`config.mk`:
```
export PLATFORM = sky130hd
export DESIGN_NAME = intpol_lin_mc_core
export DESIGN_NICKNAME = d
export VERILOG_FILES = /design/src/rtl/intpol_lin_mc_core.sv
export SDC_FILE = /design/constraint.sdc
export NUM_CORES = 1
export LEC_CHECK = 0
export CORE_MARGIN = 2
export CORE_UTILIZATION = 61
export CTS_CLUSTER_DIAMETER = 100
export DETAILED_ROUTE_END_ITERATION = 8
export HOLD_SLACK_MARGIN = 0.1
export PLACE_DENSITY = 0.83
export SYNTH_ARGS = -nofsm -noshare
export SYNTH_HDL_FRONTEND = slang
export SYNTH_SLANG_ARGS = --single-unit
```
`constraint.sdc`:
```
create_clock -name clk -period 11.6 [get_ports clk]
set_input_delay 2.32 -clock clk [delete_from_list [all_inputs] [get_ports clk]]
set_output_delay 2.32 -clock clk [all_outputs]
set_load 0.005 [all_outputs]
```
`src/rtl/intpol_lin_mc_core.sv`:
```
// Multi-channel linear interpolator: each queued frame yields 2^log2_l output frames stepping from the previous frame.
// First output two cycles after a frame load, then one per cycle; Afull_i stalls output in place, Afull_o warns the writer.
module intpol_lin_mc_core #(
    parameter int DATA_WIDTH   = 16,
    parameter int CHANNELS     = 2,
    parameter int FIFO_DEPTH   = 16,
    parameter int LOG2_L_MAX   = 4,
    parameter int AFULL_MARGIN = 4
) (
    input  logic                           clk,
    input  logic                           rst,
    input  logic                           start,
    input  logic [3:0]                     conf_log2_l,
    input  logic [15:0]                    conf_nframes,
    input  logic                           Write_Enable_fifo_i,
    input  logic [CHANNELS*DATA_WIDTH-1:0] data_in_fifo,
    output logic                           Afull_o,
    input  logic                           Afull_i,
    output logic [CHANNELS*DATA_WIDTH-1:0] data_out,
    output logic                           valid_out,
    output logic                           busy,
    output logic                           overflow,
    output logic                           int_req
);
    localparam int FW = DATA_WIDTH * CHANNELS;
    localparam int AW = $clog2(FIFO_DEPTH);
    localparam int KW = (LOG2_L_MAX > 0) ? LOG2_L_MAX : 1;
    localparam int PW = DATA_WIDTH + 1 + KW;

    typedef enum logic [2:0] {S_IDLE, S_LOAD, S_RUN, S_WAIT, S_DONE} state_t;

    state_t          state_q;
    logic [FW-1:0]   mem_q [FIFO_DEPTH];
    logic [AW-1:0]   wr_ptr_q, rd_ptr_q;
    logic [AW:0]     count_q;
    logic            overflow_q;
    logic [FW-1:0]   x0_q, x1_q, data_out_q, interp, head;
    logic [KW-1:0]   k_q;
    logic [3:0]      log2_l_q, log2_l_d;
    logic [15:0]     nframes_q, nframes_d, frame_cnt_q;
    logic            valid_q, int_req_q;
    logic            fifo_full, fifo_empty, push_ok, pop, k_last;
    logic [KW:0]     l_full;
    logic signed [PW-1:0] k_ext;

    assign fifo_full  = (count_q == (AW+1)'(FIFO_DEPTH));
    assign fifo_empty = (count_q == '0);
    assign head       = mem_q[rd_ptr_q];
    assign l_full     = (KW+1)'(1) << log2_l_q;
    assign k_last     = (k_q == KW'(l_full - 1'b1));
    assign k_ext      = {{(PW-KW){1'b0}}, k_q};
    assign log2_l_d   = (conf_log2_l > 4'(LOG2_L_MAX)) ? 4'(LOG2_L_MAX) : conf_log2_l;
    assign nframes_d  = (conf_nframes == '0) ? 16'd1 : conf_nframes;

    // Pop on LOAD, or on the last phase of a segment when another frame is waiting (no bubble).
    assign pop = (state_q == S_LOAD) ||
                 (state_q == S_RUN && !Afull_i && k_last &&
                  frame_cnt_q != nframes_q && !fifo_empty);
    assign push_ok = Write_Enable_fifo_i && (!fifo_full || pop);

    always_ff @(posedge clk) begin
        if (push_ok) mem_q[wr_ptr_q] <= data_in_fifo;
    end

    always_ff @(posedge clk) begin
        if (rst) begin
            wr_ptr_q   <= '0;
            rd_ptr_q   <= '0;
            count_q    <= '0;
            overflow_q <= 1'b0;
        end else begin
            if (push_ok) wr_ptr_q <= wr_ptr_q + 1'b1;
            if (pop)     rd_ptr_q <= rd_ptr_q + 1'b1;
            case ({push_ok, pop})
                2'b10:   count_q <= count_q + 1'b1;
                2'b01:   count_q <= count_q - 1'b1;
                default: count_q <= count_q;
            endcase
            if (Write_Enable_fifo_i && !push_ok)
                overflow_q <= 1'b1;
            else if (start && state_q == S_IDLE)
                overflow_q <= 1'b0;
        end
    end

    // Per channel: x0 + floor((x1 - x0) * k / L); result lies between x0 and x1 so truncation is exact.
    for (genvar c = 0; c < CHANNELS; c++) begin : g_ch
        logic signed [DATA_WIDTH-1:0] a, b;
        logic signed [DATA_WIDTH:0]   diff;
        logic signed [PW-1:0]         prod, shifted;
        assign a       = x0_q[c*DATA_WIDTH +: DATA_WIDTH];
        assign b       = x1_q[c*DATA_WIDTH +: DATA_WIDTH];
        assign diff    = (DATA_WIDTH+1)'(b) - (DATA_WIDTH+1)'(a);
        assign prod    = PW'(diff) * k_ext;
        assign shifted = prod >>> log2_l_q;
        assign interp[c*DATA_WIDTH +: DATA_WIDTH] = DATA_WIDTH'(PW'(a) + shifted);
    end

    always_ff @(posedge clk) begin
        if (rst) begin
            state_q     <= S_IDLE;
            x0_q        <= '0;
            x1_q        <= '0;
            k_q         <= '0;
            frame_cnt_q <= '0;
            nframes_q   <= '0;
            log2_l_q    <= '0;
            data_out_q  <= '0;
            valid_q     <= 1'b0;
            int_req_q   <= 1'b0;
        end else begin
            int_req_q <= 1'b0;
            case (state_q)
                S_IDLE: begin
                    valid_q <= 1'b0;
                    if (start) begin
                        log2_l_q    <= log2_l_d;
                        nframes_q   <= nframes_d;
                        x0_q        <= '0;
                        x1_q        <= '0;
                        k_q         <= '0;
                        frame_cnt_q <= '0;
                        state_q     <= fifo_empty ? S_WAIT : S_LOAD;
                    end
                end
                S_LOAD: begin
                    valid_q     <= 1'b0;
                    x0_q        <= x1_q;
                    x1_q        <= head;
                    frame_cnt_q <= frame_cnt_q + 1'b1;
                    k_q         <= '0;
                    state_q     <= S_RUN;
                end
                S_RUN: begin
                    if (Afull_i) begin
                        valid_q <= 1'b0;
                    end else begin
                        data_out_q <= interp;
                        valid_q    <= 1'b1;
                        k_q        <= k_q + 1'b1;
                        if (k_last) begin
                            if (frame_cnt_q == nframes_q) begin
                                state_q <= S_DONE;
                            end else if (!fifo_empty) begin
                                x0_q        <= x1_q;
                                x1_q        <= head;
                                frame_cnt_q <= frame_cnt_q + 1'b1;
                                k_q         <= '0;
                            end else begin
                                state_q <= S_WAIT;
                            end
                        end
                    end
                end
                S_WAIT: begin
                    valid_q <= 1'b0;
                    if (!fifo_empty) state_q <= S_LOAD;
                end
                S_DONE: begin
                    valid_q   <= 1'b0;
                    int_req_q <= 1'b1;
                    state_q   <= S_IDLE;
                end
                default: state_q <= S_IDLE;
            endcase
        end
    end

    assign data_out  = data_out_q;
    assign valid_out = valid_q;
    assign int_req   = int_req_q;
    assign overflow  = overflow_q;
    assign busy      = (state_q != S_IDLE);
    assign Afull_o   = (count_q >= (AW+1)'(FIFO_DEPTH - AFULL_MARGIN));

endmodule

```
Yosys cells after proc, flatten, opt, wreduce, memory -nomap -nowiden
Memory sizes are Yosys's and may differ from the RTL's. A register that Yosys moved wholly into a read port is not among the register bits.
Index checks and enable logic that the tools add are counted.
Operators by class
  add/subtract/negate cells: 11
  multiply operators: 2
  magnitude comparators: 2
  eq/ne operators: 17
  shift-type cells: 3
  mux-type cells: 43
  bitwise gates (word level): 1
  reduce and logical (&&, ||, !) cells: 27
Operator list (number)
  $mux W32: 9
  $pmux W32 S3: 2
  $mux W16: 6
  $pmux W16 S3: 1
  $mul A17 B5 Y21: 2
  $sshr A21 B4 Y16: 2
  $sub A16 B16 Y17: 2
  $add A16 B16 Y16: 2
  $mux W4: 8
  $mux W3: 6
  $add A16 B1 Y16 const B: 1
  $eq A16 B16 Y1: 1
  $logic_not A16 Y1: 1
  $ne A16 B16 Y1: 1
  $add A4 B1 Y4 const B: 3
  $ne A2 B2 Y1 const B: 6
  $pmux W3 S4: 1
  $pmux W4 S3: 1
  $pmux W5 S2: 1
  $logic_and A1 B1 Y1: 7
  $eq A3 B2 Y1 const B: 2
  $mux W1: 6
  $reduce_and A6 Y1: 1
  $reduce_bool A2 Y1: 3
  other kinds (25): 31
Storage, ports and cells
  bits in registers: 155
  bits in writable memories: 512
  bits of input ports: 57
  output and inout bits: 37
  word-level logic and storage cells: 121
  memories: 1
Memories
  mem_q: words 16, width 32, rd ports 1, clocked after memory_dff 1, write ports 1, line 33  | logic [FW-1:0] mem_q [FIFO_DEPTH];

Depth between registers and ports, before layout
Gate-level depths: netlist (run 1).
  depth after elaboration: 12
  depth in mapped cells: 41

Worst setup path after synthesis (run 1)
No wires, ideal clock.
  path type: reg-to-reg
  start point: register x0_q[1]
  end point: register data_out_q[15] (netlist: data_out[15])
  setup time: 133 ps
  arrival: 8078 ps
  data required time: 11467 ps
  slack: 3389 ps
  cell stages (with the launch flop): 38
  cells stage by stage: dfxtp_1 inv_1 ha_1 nor2b_1 o21ai_0 a21boi_0 o21ai_0 a21oi_1 o2111ai_1 a31oi_1 a41o_1 clkbuf_1 nor3_1 and2_1 ha_1 inv_1 fa_1 fa_1 (+2 left out) a21oi_1 and3_1 a21o_1 o21ai_0 xnor3_2 nand2_2 a31oi_1 mux4_2 ha_1 nand2_1 o21ai_0 a41oi_1 a211o_1 o21ai_0 mux2i_1 o21ai_0 nor4bb_1 nor4_2
On the way
  cells in the longest elaborated chain, start to end: 4
RTL lines
  start, declared: line 37  | logic [FW-1:0] x0_q, x1_q, data_out_q, interp, head;
  start signal, assigned: line 128  | x0_q <= x1_q;
  start signal, assigned: line 145  | x0_q <= x1_q;
  $sub A16 B16 Y17: line 93  | assign diff = (DATA_WIDTH+1)'(b) - (DATA_WIDTH+1)'(a);
  $mul A17 B5 Y21: line 94  | assign prod = PW'(diff) * k_ext;
  $sshr A21 B4 Y16: line 95  | assign shifted = prod >>> log2_l_q;
  $add A16 B16 Y16 *: line 96  | assign interp[c*DATA_WIDTH +: DATA_WIDTH] = DATA_WIDTH'(PW'(a) + shifted);
  end signal, assigned: line 138  | data_out_q <= interp;
  end, declared: line 37
Mark *: on every way between the ends. The rest lies on a longest branch, timed or not.
A chain may end at the register's enable or synchronous reset.

Worst setup path after layout (run 1)
  start point: register x0_q[17]
  end point: register data_out_q[31] (netlist: data_out[31])
Same word-level chain as after synthesis.

==> results.cfg, run 1 <==
[clock_tree]
cts_resized = 0
tritoncts = yes
ctsHoldBuffers = 0
cts-root-buf = clkbuf_16
htree_levels = 3
cts_made_buffers = 68
clkLatencyLatePin_ns = 0.63
cts.clk_slew.worst_paths_ns = 0.06
cts_setup_buffers = 0
cts_sinks = 671
ctsLongestPathBuffers = 3

[routing]
routedWlPerCell_um = 25.7
via_per_inst = 6.48
drt_iter0_drc = 2709
dr.pass1.iters = 6
routed_wl_mm = 95.0
ant_nets = 0
drc = 0
vias = 24000

[finish]
final_common_cell = edfxtp_1
n_fill_cell = 3754
drive_above_1_share_pct = 13.5
final_cell_count_no_fill = 3702
mostFrequentLayoutCells = 512 x edfxtp_1, 332 x nand2_1, 214 x inv_1, 197 x a21oi_1, 179 x mux4_2
nets = 3167
final_cell_area_mm2 = 0.0393
fin_util_pct = 68.2
synthToLayoutAreaGrowth_pct = 10.8
multi_input_area_mm2 = 0.0156
layout.area.seq_mm2 = 0.0186

[placement]
port_buffers = 93
place_inst = 3580
gp_congestion = 0.929
hpwl_mm = 56.9
placed_area_mm2 = 0.0371

[floorplanning]
die_area_mm2 = 0.0601
chipWidth_um = 245
fp-row-count = 88
start_util_pct = 61.6
die_h_um = 245
coreArea_mm2 = 0.0576
ios = 94

[timing]
final_hold_viol_count = 0
setup_tns_ns = 0
finalCriticalPeriod_ns = 9.85
tightest_slew_ns = 1.18
fin_skew_ns = 0.0401
whs_ns = 0.455
slew_headroom_pct = 21.4
setup_viol = 0
finalCritPeriodShare_pct = 84.9
maxSlewViolCount = 0
rsz0062_at_grt = false
fmax_mhz = 102

[synthesis]
synth_warnings = 0
ys_seq_elements = 671
syn_avg_cell_area_um2 = 12.5
synth_edf_count = 512
synth_area_mm2 = 0.0355
synth.yosys.seq_area_share_pct = 52.3
synth_top_area_share_pct = 43.3
async_flop_share_pct = 0
yosysTopAreaCell = edfxtp_1
ys.flop_type = edfxtp_1
synthTopCellsByArea = edfxtp_1 43%, mux4_2 11%, dfxtp_1 9.0%
yosysUniqueCellTypes = 96
synth_fp_nets = 3112
syn_inst = 2830

[setup_path]
worstPathMaxFanout = 11
cp_common_cell = ha_1
cp-end-kind = flop
worstSetupPathType = flop to flop
arrival_ns = 10.32
slowest_stage = a41oi_1
critPathMaxStageDelay_ns = 0.70
worstSetupStartpointType = flop
cp.required_ns = 12.07

[pwr]
ir_worst_vdd_mv = 0.158
p_per_area_mw_per_mm2 = 210
leakage_nw = 13.9

[grt]
grt_remaining_overflow = 0
grt_max_degree = 82
grt_pass1_wl_mm = 145
antenna_found_initial = 1
grt_use_total_pct = 32.0
grt_pass1_vias = 24200

[hold_path]
hp-class = flop to flop

[outcome]
outcome = complete, no violations

[run]
maxCapViolCount = 0
metal layers:
metal | global-route usage, % | vias up | wire (um)
li1 | - | 10500 | -
met1 | 39.8 | 11800 | 34000
met2 | 54.7 | 1381 | 47900
met3 | 5.84 | 311 | 8440
met4 | 14.8 | 0 | 4640
met5 | 0 | - | 0
logic make-up (layout without fill, tap and decap cells):
family	Yosys count	in the layout	synth area share, %
AND/OR/NAND/NOR	793	793	10.7
flip-flops	671	671	52.3
AO/OA/AOI/OAI	443	443	7.90
buffers and inverters	358	463	4.05
multiplexers	230	230	12.8
adder cells (fa/ha/maj)	225	225	9.48
XOR/XNOR	110	110	2.76
other	0	2	0
worst paths after layout:
kind / startpoint / to / slack, ns / cells after the start
min: data_out[3] / data_out[3] / 0.46 / 2
max reg2reg: x0_q[17] / data_out[31] / 1.75 / 33
min reg2reg: data_out[3] / data_out[3] / 0.46 / 2
max: x0_q[17] / data_out[31] / 1.75 / 33
critical path, delay by kind of cell (launching register included):
| kind | cells | cell delay, ns |
|---|---|---|
| AO/OA/AOI/OAI | 14 | 4.13 |
| adder cells (fa/ha/maj) | 6 | 2.28 |
| multiplexers | 4 | 1.60 |
| AND/OR/NAND/NOR | 6 | 0.70 |
| XOR/XNOR | 2 | 0.48 |
| flip-flops | 1 | 0.40 |
| buffers and inverters | 1 | 0.12 |
final cells by class:
type,count,share of cell area [%]
multi-input cells,1801,39.7
repair buffers,127,3.01
well taps,765,2.44
clock inverters,36,0.844
flip-flops and latches,671,47.3
clock buffers,84,4.66
diodes,2,0.0127
inverters,216,2.06
report_power, final:
| part | total [mW] | switching (mW) | internal, mW |
|---|---|---|---|
| Combinational | 3.16 | 1.91 | 1.26 |
| Clock | 2.19 | 0.970 | 1.22 |
| Sequential | 2.91 | 0.190 | 2.72 |
state kept, by name, indices dropped and copies added, names as in the netlist, 5 cells and up, named ones only:
signal and flops:
data_out 32, x0_q 32, x1_q 32, mem_q 512, nframes_q 16, count_q 5
frame_cnt_q 16
cell usage after synthesis (5+ instances only):
cell type	instances
mux2i_1	38
nor2_1	132
a211oi_1	23
o211ai_1	8
a21oi_1	197
nand3_1	57
o21ai_1	7
o21a_1	23
inv_1	214
or3_1	15
and2_1	75
clkbuf_8	5
o2111ai_1	6
edfxtp_1	512
nor3_1	34
buf_1	21
o21bai_1	8
buf_2	9
fa_1	73
xor2_1	35
nor2b_1	40
nand2_1	332
clkbuf_1	102
mux4_2	179
and3_1	16
mux2_2	13
nand4_1	17
or2_2	12
o31ai_1	6
nand2b_1	17
nor4_1	8
xnor2_1	74
o21ai_0	61
nand3b_1	10
dfxtp_1	159
a31oi_1	14
a21o_1	22
ha_1	152
a21boi_0	9
stage by stage:
| step | power (mW) | setup WS (ns) |
|---|---|---|
| floorplan | 5.18 | 3.39 |
| finish | 8.27 | 1.75 |
| detailed placement | 6.02 | 2.04 |
| global route | 8.64 | 1.11 |
| global placement | 5.92 | 2.38 |
| CTS | 8.23 | 1.96 |
(Power assumes the default switching activity.)
==> run 2, diff against run 1 <==
clock period = 10 ns   (was 11.6 ns; I/O delays follow)
==> results.cfg, run 2 (synthesis results as in run 1) <==
[grt]
grt_max_degree = 82
grt_pass1_vias = 24500
grt_use_total_pct = 33.1
antenna_found_initial = 2
grt_pass1_wl_mm = 149
grt_remaining_overflow = 0

[timing]
slew_headroom_pct = 23.0
finalCriticalPeriod_ns = 9.58
setup_tns_ns = 0
tightest_slew_ns = 1.15
setup_ws_ns = 0.419
setup_viol = 0
maxSlewViolCount = 0
whs_ns = 0.451
fin_skew_ns = 0.0332
final_hold_viol_count = 0
rsz0062_at_grt = false
finalCritPeriodShare_pct = 95.8
fmax_mhz = 104

[setup_path]
worstSetupStartpointType = flop
worst_path_dominant_cell_family = compound AO/OA/AOI/OAI gates
cp_common_cell = ha_1
cp-end-kind = flop
slowest_stage = mux4_2
r2r-end = data_out[31]
cp.buffers_inverters = 1
cp.required_ns = 10.47
worstPathMaxFanout = 11
reg2reg_depth = 33
crit_cells = 33
r2r_slack_ns = 0.42
critPathMaxStageDelay_ns = 0.58
arrival_ns = 10.05
reg2reg_from = x0_q[17]
worstSetupPathType = flop to flop

[pwr]
power.total_mw = 9.70
p_per_area_mw_per_mm2 = 246
p_sw_share_pct = 37.6
p_int_mw = 6.05
leakage_nw = 13.9
comb_power_share_pct = 38.7
switching_power_mw = 3.65
power_frac_clock_pct = 26.5
ir_worst_vdd_mv = 0.192
sequentialPowerShare_pct = 34.9

[routing]
vias = 24400
drt_iter0_drc = 3180
routedWlPerCell_um = 26.4
dr.pass1.iters = 6
routed_wl_mm = 97.9
drc = 0
via_per_inst = 6.58
ant_nets = 0

[clock_tree]
tritoncts = yes
htree_levels = 3
clkLatencyLatePin_ns = 0.63
ctsLongestPathBuffers = 3
cts-root-buf = clkbuf_16
cts_made_buffers = 69
ctsHoldBuffers = 0
cts_sinks = 671
cts.clk_slew.worst_paths_ns = 0.07

[outcome]
outcome = complete, no violations

[finish]
mostFrequentLayoutCells = 512 x edfxtp_1, 332 x nand2_1, 214 x inv_1, 197 x a21oi_1, 179 x mux4_2
max_flop_register = mem_q
final_cell_count_no_fill = 3706
diodes = 0
final_common_cell = edfxtp_1
nets = 3168
final_cell_area_mm2 = 0.0394
largest_reg_flops = 512
synthToLayoutAreaGrowth_pct = 11.1
drive_above_1_share_pct = 13.7
fin_util_pct = 68.5

[placement]
port_buffers = 93
placed_area_mm2 = 0.0371
preCtsSetupSlack_ns = 0.434
place_inst = 3580
gp_congestion = 0.935
hpwl_mm = 56.9

[hold_path]
hp-class = flop to flop
worstHoldStart = data_out[9]
whs_path_depth = 2
min_to = data_out[9]

[floorplanning]
chipWidth_um = 245
die_area_mm2 = 0.0601
die_h_um = 245
ios = 94
start_util_pct = 61.6
coreArea_mm2 = 0.0576
fp-row-count = 88

[run]
maxCapViolCount = 0
==> run 2: final cells by class <==
cell class                      count  area (um^2)
Sequential cell                   671        18600
Fill cell                        3763        18200
Multi-Input combinational cell   1801        15700
Clock buffer                       89         1920
Timing Repair Buffer              127         1180
Tap cell                          765          957
Inverter                          216          811
Clock inverter                     37          312
==> run 2: worst max-delay path by stage <==
stage                     slack, ns           end      from
after floorplan                1.79  data_out[15]   x0_q[1]
after global placement         0.79  data_out[31]  x0_q[17]
after detailed placement       0.43  data_out[31]  x0_q[17]
after CTS                      0.26  data_out[31]  x0_q[17]
after global routing          0.004  data_out[31]  x0_q[17]
final                          0.42  data_out[31]  x0_q[17]
==> run 2: repair_timing <==
action                                  in CTS  in global routing
buffers inserted                             0                  0
endpoints found under the setup margin       0                  3
resized for setup                            0                 13
==> run 2: power by group through the flow <==
| stage | Combinational, mW | Sequential (mW) | Clock (mW) |
|---|---|---|---|
| 2_1_floorplan | 2.72 | 3.29 | 0 |
| 3_3_place_gp | 3.46 | 3.41 | 0 |
| 3_5_place_dp | 3.55 | 3.43 | 0 |
| 4_1_cts | 3.64 | 3.38 | 2.58 |
| 5_1_grt | 4.05 | 3.40 | 2.68 |
| 6_report | 3.75 | 3.38 | 2.57 |
==> run 2: worst register-to-register path, delay by kind of cell, from the launching register on <==
family | cells | cell delay [ns]
fa+ha+maj | 6 | 2.39
flops | 1 | 0.41
buf+inv | 1 | 0.12
simple gates | 7 | 1.08
mux | 4 | 1.61
compound gates | 13 | 3.42
xor+xnor | 2 | 0.43
==> run 2: metal layers <==
metal  track usage (%)  wire length [um]  vias to the layer above
met1              41.0             34000                    12000
met3              5.59              9200                      353
met2              56.4             49200                     1530
li1                  -                 -                    10500
met5                 0                24                        -
met4              16.8              5470                        4
